$ cat config.mk
export PLATFORM = sky130hd
export DESIGN_NAME = wb_stage_flat
export DESIGN_NICKNAME = d
export VERILOG_FILES = /design/src/rtl/wb_stage_if.sv /design/src/rtl/wb_stage.sv /design/src/flat_wrapper.sv
export SDC_FILE = /design/constraint.sdc
export NUM_CORES = 2
export LEC_CHECK = 0
export BUFFER_PORTS_ARGS = -buffer_cell sky130_fd_sc_hd__buf_2
export CAP_MARGIN = 15
export CORE_MARGIN = 2
export CORE_UTILIZATION = 30
export DETAILED_ROUTE_END_ITERATION = 16
export PLACE_DENSITY = 0.44
export SYNTH_ARGS = -nofsm -noshare
export SYNTH_HDL_FRONTEND = slang
export SYNTH_SLANG_ARGS = --single-unit
$ cat constraint.sdc
create_clock -name clk -period 6.3 [get_ports clk]
set_input_delay 0.315 -clock clk [delete_from_list [all_inputs] [get_ports clk]]
set_output_delay 0.315 -clock clk [all_outputs]
set_load 0.05 [all_outputs]
$ cat src/rtl/wb_stage_if.sv
// MEM-to-WB result bus plus the decode-stage register read ports of the writeback stage.
interface wb_stage_if #(
  parameter int REG_NUM = 32,
  parameter int DATA_W  = 32
);
  localparam int AW = $clog2(REG_NUM);

  logic              wreg_i;
  logic [AW-1:0]     waddr_i;
  logic [DATA_W-1:0] wdata_i;
  logic              whilo_i;
  logic [DATA_W-1:0] hi_i;
  logic [DATA_W-1:0] lo_i;
  logic              stall_mem;
  logic              stall_wb;
  logic              flush;
  logic              re1;
  logic              re2;
  logic [AW-1:0]     raddr1;
  logic [AW-1:0]     raddr2;
  logic [DATA_W-1:0] rdata1;
  logic [DATA_W-1:0] rdata2;
  logic [DATA_W-1:0] hi_o;
  logic [DATA_W-1:0] lo_o;
  logic              wb_wreg_o;
  logic [AW-1:0]     wb_waddr_o;
  logic [DATA_W-1:0] wb_wdata_o;

  modport master (
    output wreg_i, waddr_i, wdata_i, whilo_i, hi_i, lo_i,
    output stall_mem, stall_wb, flush,
    output re1, re2, raddr1, raddr2,
    input  rdata1, rdata2, hi_o, lo_o,
    input  wb_wreg_o, wb_waddr_o, wb_wdata_o
  );

  modport slave (
    input  wreg_i, waddr_i, wdata_i, whilo_i, hi_i, lo_i,
    input  stall_mem, stall_wb, flush,
    input  re1, re2, raddr1, raddr2,
    output rdata1, rdata2, hi_o, lo_o,
    output wb_wreg_o, wb_waddr_o, wb_wdata_o
  );
endinterface

$ cat src/rtl/wb_stage.sv
// Writeback stage: MEM/WB pipeline register, GPR file and HI/LO commit,
// with write-through bypass on the decode-stage read ports.
module wb_stage #(
  parameter int REG_NUM = 32,
  parameter int DATA_W  = 32
) (
  input logic       clk,
  input logic       rst,
  wb_stage_if.slave bus
);
  localparam int AW = $clog2(REG_NUM);

  logic              wb_wreg;
  logic [AW-1:0]     wb_waddr;
  logic [DATA_W-1:0] wb_wdata;
  logic              wb_whilo;
  logic [DATA_W-1:0] wb_hi;
  logic [DATA_W-1:0] wb_lo;

  logic [DATA_W-1:0] gpr [REG_NUM];
  logic [DATA_W-1:0] hi_arch;
  logic [DATA_W-1:0] lo_arch;

  // Flush beats both stalls; a stalled MEM with a running WB leaves a bubble.
  always_ff @(posedge clk) begin
    if (rst || bus.flush || (bus.stall_mem && !bus.stall_wb)) begin
      wb_wreg  <= 1'b0;
      wb_waddr <= '0;
      wb_wdata <= '0;
      wb_whilo <= 1'b0;
      wb_hi    <= '0;
      wb_lo    <= '0;
    end else if (!bus.stall_mem) begin
      wb_wreg  <= bus.wreg_i;
      wb_waddr <= bus.waddr_i;
      wb_wdata <= bus.wdata_i;
      wb_whilo <= bus.whilo_i;
      wb_hi    <= bus.hi_i;
      wb_lo    <= bus.lo_i;
    end
  end

  always_ff @(posedge clk) begin
    if (rst) begin
      for (int i = 0; i < REG_NUM; i++) begin
        gpr[i] <= '0;
      end
    end else if (wb_wreg && (wb_waddr != '0)) begin
      gpr[wb_waddr] <= wb_wdata;
    end
  end

  always_ff @(posedge clk) begin
    if (rst) begin
      hi_arch <= '0;
      lo_arch <= '0;
    end else if (wb_whilo) begin
      hi_arch <= wb_hi;
      lo_arch <= wb_lo;
    end
  end

  // Register 0 is never a bypass source: the address check comes first.
  always_comb begin
    bus.rdata1 = '0;
    if (!rst && bus.re1 && (bus.raddr1 != '0)) begin
      if (wb_wreg && (wb_waddr == bus.raddr1)) bus.rdata1 = wb_wdata;
      else                                     bus.rdata1 = gpr[bus.raddr1];
    end
  end

  always_comb begin
    bus.rdata2 = '0;
    if (!rst && bus.re2 && (bus.raddr2 != '0)) begin
      if (wb_wreg && (wb_waddr == bus.raddr2)) bus.rdata2 = wb_wdata;
      else                                     bus.rdata2 = gpr[bus.raddr2];
    end
  end

  always_comb begin
    bus.hi_o = '0;
    bus.lo_o = '0;
    if (!rst) begin
      bus.hi_o = wb_whilo ? wb_hi : hi_arch;
      bus.lo_o = wb_whilo ? wb_lo : lo_arch;
    end
  end

  assign bus.wb_wreg_o  = rst ? 1'b0 : wb_wreg;
  assign bus.wb_waddr_o = rst ? '0   : wb_waddr;
  assign bus.wb_wdata_o = rst ? '0   : wb_wdata;
endmodule

$ cat src/flat_wrapper.sv
// flat-port wrapper written by rule: the top's interface ports become plain ports
module wb_stage_flat 
#(
  parameter int REG_NUM = 32,
  parameter int DATA_W  = 32
)
  (clk, rst, bus_wreg_i, bus_waddr_i, bus_wdata_i, bus_whilo_i, bus_hi_i, bus_lo_i, bus_stall_mem, bus_stall_wb, bus_flush, bus_re1, bus_re2, bus_raddr1, bus_raddr2, bus_rdata1, bus_rdata2, bus_hi_o, bus_lo_o, bus_wb_wreg_o, bus_wb_waddr_o, bus_wb_wdata_o);
  wb_stage_if #(.REG_NUM(REG_NUM), .DATA_W(DATA_W)) bus_i ();
  input logic clk;
  input logic rst;
  input wire logic [$bits(bus_i.wreg_i)-1:0] bus_wreg_i;
  input wire logic [$bits(bus_i.waddr_i)-1:0] bus_waddr_i;
  input wire logic [$bits(bus_i.wdata_i)-1:0] bus_wdata_i;
  input wire logic [$bits(bus_i.whilo_i)-1:0] bus_whilo_i;
  input wire logic [$bits(bus_i.hi_i)-1:0] bus_hi_i;
  input wire logic [$bits(bus_i.lo_i)-1:0] bus_lo_i;
  input wire logic [$bits(bus_i.stall_mem)-1:0] bus_stall_mem;
  input wire logic [$bits(bus_i.stall_wb)-1:0] bus_stall_wb;
  input wire logic [$bits(bus_i.flush)-1:0] bus_flush;
  input wire logic [$bits(bus_i.re1)-1:0] bus_re1;
  input wire logic [$bits(bus_i.re2)-1:0] bus_re2;
  input wire logic [$bits(bus_i.raddr1)-1:0] bus_raddr1;
  input wire logic [$bits(bus_i.raddr2)-1:0] bus_raddr2;
  output wire logic [$bits(bus_i.rdata1)-1:0] bus_rdata1;
  output wire logic [$bits(bus_i.rdata2)-1:0] bus_rdata2;
  output wire logic [$bits(bus_i.hi_o)-1:0] bus_hi_o;
  output wire logic [$bits(bus_i.lo_o)-1:0] bus_lo_o;
  output wire logic [$bits(bus_i.wb_wreg_o)-1:0] bus_wb_wreg_o;
  output wire logic [$bits(bus_i.wb_waddr_o)-1:0] bus_wb_waddr_o;
  output wire logic [$bits(bus_i.wb_wdata_o)-1:0] bus_wb_wdata_o;
  assign bus_i.wreg_i = bus_wreg_i;
  assign bus_i.waddr_i = bus_waddr_i;
  assign bus_i.wdata_i = bus_wdata_i;
  assign bus_i.whilo_i = bus_whilo_i;
  assign bus_i.hi_i = bus_hi_i;
  assign bus_i.lo_i = bus_lo_i;
  assign bus_i.stall_mem = bus_stall_mem;
  assign bus_i.stall_wb = bus_stall_wb;
  assign bus_i.flush = bus_flush;
  assign bus_i.re1 = bus_re1;
  assign bus_i.re2 = bus_re2;
  assign bus_i.raddr1 = bus_raddr1;
  assign bus_i.raddr2 = bus_raddr2;
  assign bus_rdata1 = bus_i.rdata1;
  assign bus_rdata2 = bus_i.rdata2;
  assign bus_hi_o = bus_i.hi_o;
  assign bus_lo_o = bus_i.lo_o;
  assign bus_wb_wreg_o = bus_i.wb_wreg_o;
  assign bus_wb_waddr_o = bus_i.wb_waddr_o;
  assign bus_wb_wdata_o = bus_i.wb_wdata_o;
  wb_stage #(.REG_NUM(REG_NUM), .DATA_W(DATA_W)) u_core (.clk(clk), .rst(rst), .bus(bus_i));
endmodule
**Word-level counts from Yosys, hierarchy flattened**

Memories as Yosys holds them, arrays and structs flattened.
Cells that the tools add are included.

- Memories kept: 1
- Input port bits: 120
- Output and inout port bits: 166
- Bits in registers: 167
- Word-level logic and storage cells: 46
- RAM bits: 1024

- Mux-type cells: 19
- Reduce and logical (&&, ||, !) cells: 16
- Equal/unequal tests: 2

Memory list:

| memory | depth | bits a word | read ports | clocked after Yosys merged registers in | wr ports | line | RTL |
|---|---|---|---|---|---|---|---|
| u_core.gpr | 32 | 32 | 2 | 0 | 32 | wb_stage.sv:20 | `logic [DATA_W-1:0] gpr [REG_NUM];` |

Operators by type and width:

| operator | count |
|---|---|
| 32-bit two-way mux | 10 |
| 32-bit OR reduction | 1 |
| 5-bit nonzero test | 3 |
| 5-bit == test | 2 |
| 5-bit two-way mux | 2 |
| 1-bit logical AND | 8 |
| 1-bit two-way mux | 7 |
| 1-bit zero test | 2 |
| 1-bit logical OR | 2 |

**Depth between registers and ports, before layout**

- Depth after elaboration: 7
- Depth in mapped cells: 10
- Depth with buffers taken out: 5

**Worst setup path before layout**

No wires, ideal clock.

- Path type: input to output
- Start: input port bus_raddr1[0]
- End: output port bus_rdata1[21]
- Required time: 5985 ps
- Path buffers: 5
- Path slack: 2949 ps
- Arrival: 3036 ps
- Stages on the path: 9
- Cell sequence: buf_6 buf_12 buf_12 buf_12 buf_12 mux2i_1 a22oi_2 a311oi_1 o41ai_1

- Cells in the longest elaborated chain, start to end: 4

Ends and longest elaborated chain:

| what | line | RTL |
|---|---|---|
| start, declared | flat_wrapper.sv:22 | `input wire logic [$bits(bus_i.raddr1)-1:0] bus_raddr1;` |
| branches (longest 3 deep; another with memory 32 x 32 bit) | - |  |
| 32-bit two-way mux * | wb_stage.sv:66 | `if (!rst && bus.re1 && (bus.raddr1 != '0)) begin` |
| end, declared | flat_wrapper.sv:24 | `output wire logic [$bits(bus_i.rdata1)-1:0] bus_rdata1;` |

Mark *: on every way between the ends.

**Final worst setup path**

- Start: register u_core.wb_waddr[2]
- End: output port bus_rdata1[17]

- Cells in the longest elaborated chain, start to end: 4

Ends and longest elaborated chain:

| what | line | RTL |
|---|---|---|
| start, declared | wb_stage.sv:14 | `logic [AW-1:0] wb_waddr;` |
| start signal, assigned | wb_stage.sv:35 | `wb_waddr <= bus.waddr_i;` |
| 5-bit == test | wb_stage.sv:67 | `if (wb_wreg && (wb_waddr == bus.raddr1)) bus.rdata1 = wb_wdata;` |
| 1-bit logical AND | wb_stage.sv:67 |  |
| 32-bit two-way mux | wb_stage.sv:67 |  |
| 32-bit two-way mux | wb_stage.sv:66 |  |

No other way between the ends.

==> impl_metrics.json <==
{
  "grt_start_max_net_pins": 104,
  "grt_pass1_vias": 41730,
  "fillerInstances": 19830,
  "startpoint_type": "flop",
  "rows": 166,
  "syn_avg_cell_area_um2": 13.46,
  "synth_top_area_share": 0.4968,
  "drv_cap": 0,
  "max_freq_mhz": 216.2,
  "fin_crit_sh": 0.7342,
  "worstPathCellList": "xnor2_1 > nand4_1 > or2_2 > nand2_1 > o41ai_2 > buf_2",
  "synth_edf_count": 1024,
  "final_nets": 4968,
  "cpLargestDelayFamily": "compound AO/OA/AOI/OAI gates",
  "grt_antenna_before_repair": 12,
  "die_w_um": 458.2,
  "vdd_drop_max_uv": 218.4,
  "yosysTopAreaCell": "edfxtp_1",
  "post_cts_resized": 0,
  "path_clk_slew_ns": 0.06,
  "relSlewSlack": 0.1931,
  "arrival_ns": 4.31,
  "min_from": "bus_stall_wb",
  "synth-main-ff-cell": "edfxtp_1",
  "cts_made_buffers": 142,
  "rsz0062_at_grt": "false",
  "hold_path_end": "u_core.wb_wdata[20]",
  "h-tree-depth": 4,
  "synth_area_mm2": 0.06189,
  "grt_use_total": 0.2266,
  "ys_seq_area_frac": 0.5509,
  "synthCells": 4597,
  "cts_root_buffer": "clkbuf_16",
  "io_buffers": 285,
  "min_path_cells": 4,
  "cp_max_fo": 13,
  "synth_top_family_by_area": "multiplexers",
  "use_met2": 0.3889,
  "cts_sinks": 1191,
  "yosysWarningCount": 0,
  "clock_latency_ns": 0.81,
  "cts_tree": "built",
  "dieArea_mm2": 0.2100,
  "path_class": "reg -> out",
  "drt_first_pass_iters": 7,
  "ys_ff_latch": 1191,
  "r2r_start": "u_core.wb_waddr[1]",
  "numPlacedInstances": 7288,
  "period_needed_ns": 4.625,
  "outcome": "completed",
  "cellLeakagePower_nw": 26.86,
  "rrSetupSlack_ns": 2.24,
  "antenna_left": 0,
  "synth_compound_area_frac": 0.05422,
  "hold_class": "in -> reg",
  "hold_viol": 0,
  "routed-via-count": 40590,
  "chipHeight_um": 458.2,
  "core_mm2": 0.2048,
  "synthMuxAreaShare": 0.2176,
  "pin_count": 286,
  "wl_per_cell_um": 31.50,
  "drive_above_1_share": 0.2312,
  "initial_core_util": 0.3022,
  "fin_setup_tns_ns": 0,
  "stdcell_count": 7662,
  "synth-simple-area-share": 0.1403,
  "grt.busiest_layer": "met2",
  "tightest_slew_ns": 1.207,
  "setup_viol": 0,
  "r2r_end": "u_core.gpr[11][4]",
  "powerDensity_mw_per_mm2": 264.1,
  "place_congestion": 0.8220,
  "clk_path_buf_depth": 3,
  "synth_xor_area_frac": 0.001536,
  "vias_per_cell": 5.298,
  "synthToLayoutAreaGrowth_pct": 15.96,
  "dp_hpwl_um": 147200,
  "drc": 0,
  "synth-async-reset-ratio": 0,
  "drt_iter0_markers": 3524,
  "grt_pass1_wl_um": 336200,
  "maxSlewViolCount": 0,
  "crit_path_end_kind": "output pin",
  "synth_adder_area_share": 0,
  "slowest_stage": "o41ai_2",
  "routed_wl_um": 241400,
  "critPathMaxStageDelay_ns": 1.16,
  "critPathRequiredTime_ns": 5.98,
  "grt_overflow_total": 0,
  "synth_area_leaders": "edfxtp_1 (50%), mux4_2 (11%), and2_1 (10%)",
  "finClkSkew_ns": 0.02325,
  "ys_types": 52,
  "use_met1": 0.2835,
  "crit_buf_inv": 1,
  "reg2regPathDepth": 4,
  "use_met3": 0.02882
}
==> synthesized netlist by cell type, types with 39 or more instances <==
cell type and n:
nor2_1 237, dfxtp_1 167, and2_1 995, a21oi_1 41, nor2b_1 55, mux2i_1 511
buf_2 86, a22oi_1 105, mux2_2 122, nand2b_1 39, o22ai_1 79, edfxtp_1 1024
o21ai_0 63, mux4_2 310, clkbuf_1 317, nand2_1 87
==> worst reg2reg max path: cells and delay by family (launching register included) <==
family        cells  cell delay (ns)
simple gates      4             3.13
flops             1             0.53
==> cell type report <==
class / instances / area, µm² / share of cell area
Sequential cell: 1191 / 34100 / 0.4751
Multi-Input combinational cell: 2968 / 26030 / 0.3627
Timing Repair Buffer: 541 / 3832 / 0.05340
Clock buffer: 201 / 3815 / 0.05316
Tap cell: 2688 / 3363 / 0.04686
Clock inverter: 57 / 581.8 / 0.008107
Antenna cell: 12 / 30.03 / 0.0004184
Inverter: 4 / 17.52 / 0.0002441
==> kinds of logic after synthesis <==
kind of cell | after synthesis
flops | 1191
mux | 943
xor+xnor | 10
simple gates | 1518
other cells | 1
compound gates | 465
buf+inv | 469
==> routing by layer <==
layer / part of all wire / wire [µm]
met1: 0.41 / 98150
met5: 0.000054 / 13
met2: 0.50 / 120100
met3: 0.046 / 11170
met4: 0.049 / 11910
==> placed cells by master (no fill, tap or decap), drive strengths merged, types with 109 or more instances in the layout <==
cell type	netlist	final
buf	147	437
and2	995	995
mux2	122	122
clkbuf	318	201
edfxtp	1024	1024
a22oi	109	109
dfxtp	167	167
mux4	310	310
mux2i	511	511
nor2	238	238
==> how the worst max path moves through the flow <==
stage / slack [ns] / start / cells past startpoint / to
floorplan: 2.95 / bus_raddr1[0] / 9 / bus_rdata1[21]
global placement: 2.09 / bus_raddr1[4] / 7 / bus_rdata1[17]
detailed placement: 2.11 / bus_raddr1[4] / 7 / bus_rdata1[17]
CTS: 1.67 / u_core.wb_waddr[2] / 6 / bus_rdata1[17]
global route: 1.74 / u_core.wb_waddr[2] / 7 / bus_rdata2[25]
finish: 1.67 / u_core.wb_waddr[2] / 6 / bus_rdata1[17]
==> report_power, final <==
| part | leakage, nW | total [mW] | internal, mW | switching, mW |
|---|---|---|---|---|
| sequential | 12.0 | 8.91 | 8.78 | 0.131 |
| combinational | 12.7 | 2.04 | 0.715 | 1.32 |
| clock | 2.12 | 8.01 | 4.48 | 3.53 |
==> sequential cells by signal, indices dropped and copies added (netlist names) <==
| name | count |
|---|---|
| u_core.gpr | 1024 |
| u_core.hi_arch | 32 |
| u_core.lo_arch | 32 |
| u_core.wb_hi | 32 |
| u_core.wb_lo | 32 |
| u_core.wb_waddr | 5 |
| u_core.wb_wdata | 32 |
| u_core.wb_whilo | 1 |
| u_core.wb_wreg | 1 |
==> per-stage QoR <==
stage	utilization	instance area, µm²	setup WS [ns]	total power [mW]	hold slack (ns)
CTS	0.3503	71740	1.666	19.12	0.03413
global placement	0.3235	66240	2.088	11.06	0.4734
global route	0.3503	71740	1.736	19.50	0.05987
detailed placement	0.3237	66300	2.112	11.07	0.4870
floorplan	-	62010	2.949	10.24	0.4589
finish	0.3504	71770	1.675	18.96	0.04993
==> timing repair <==
item | 4_1_cts | 5_1_grt
hold endpoints to repair | 120 | 0
hold buffers | 104 | 0
setup buffers | 0 | 0
endpoints found under the setup margin | 0 | 0
No activity file was read; power rests on OpenSTA's default activity.
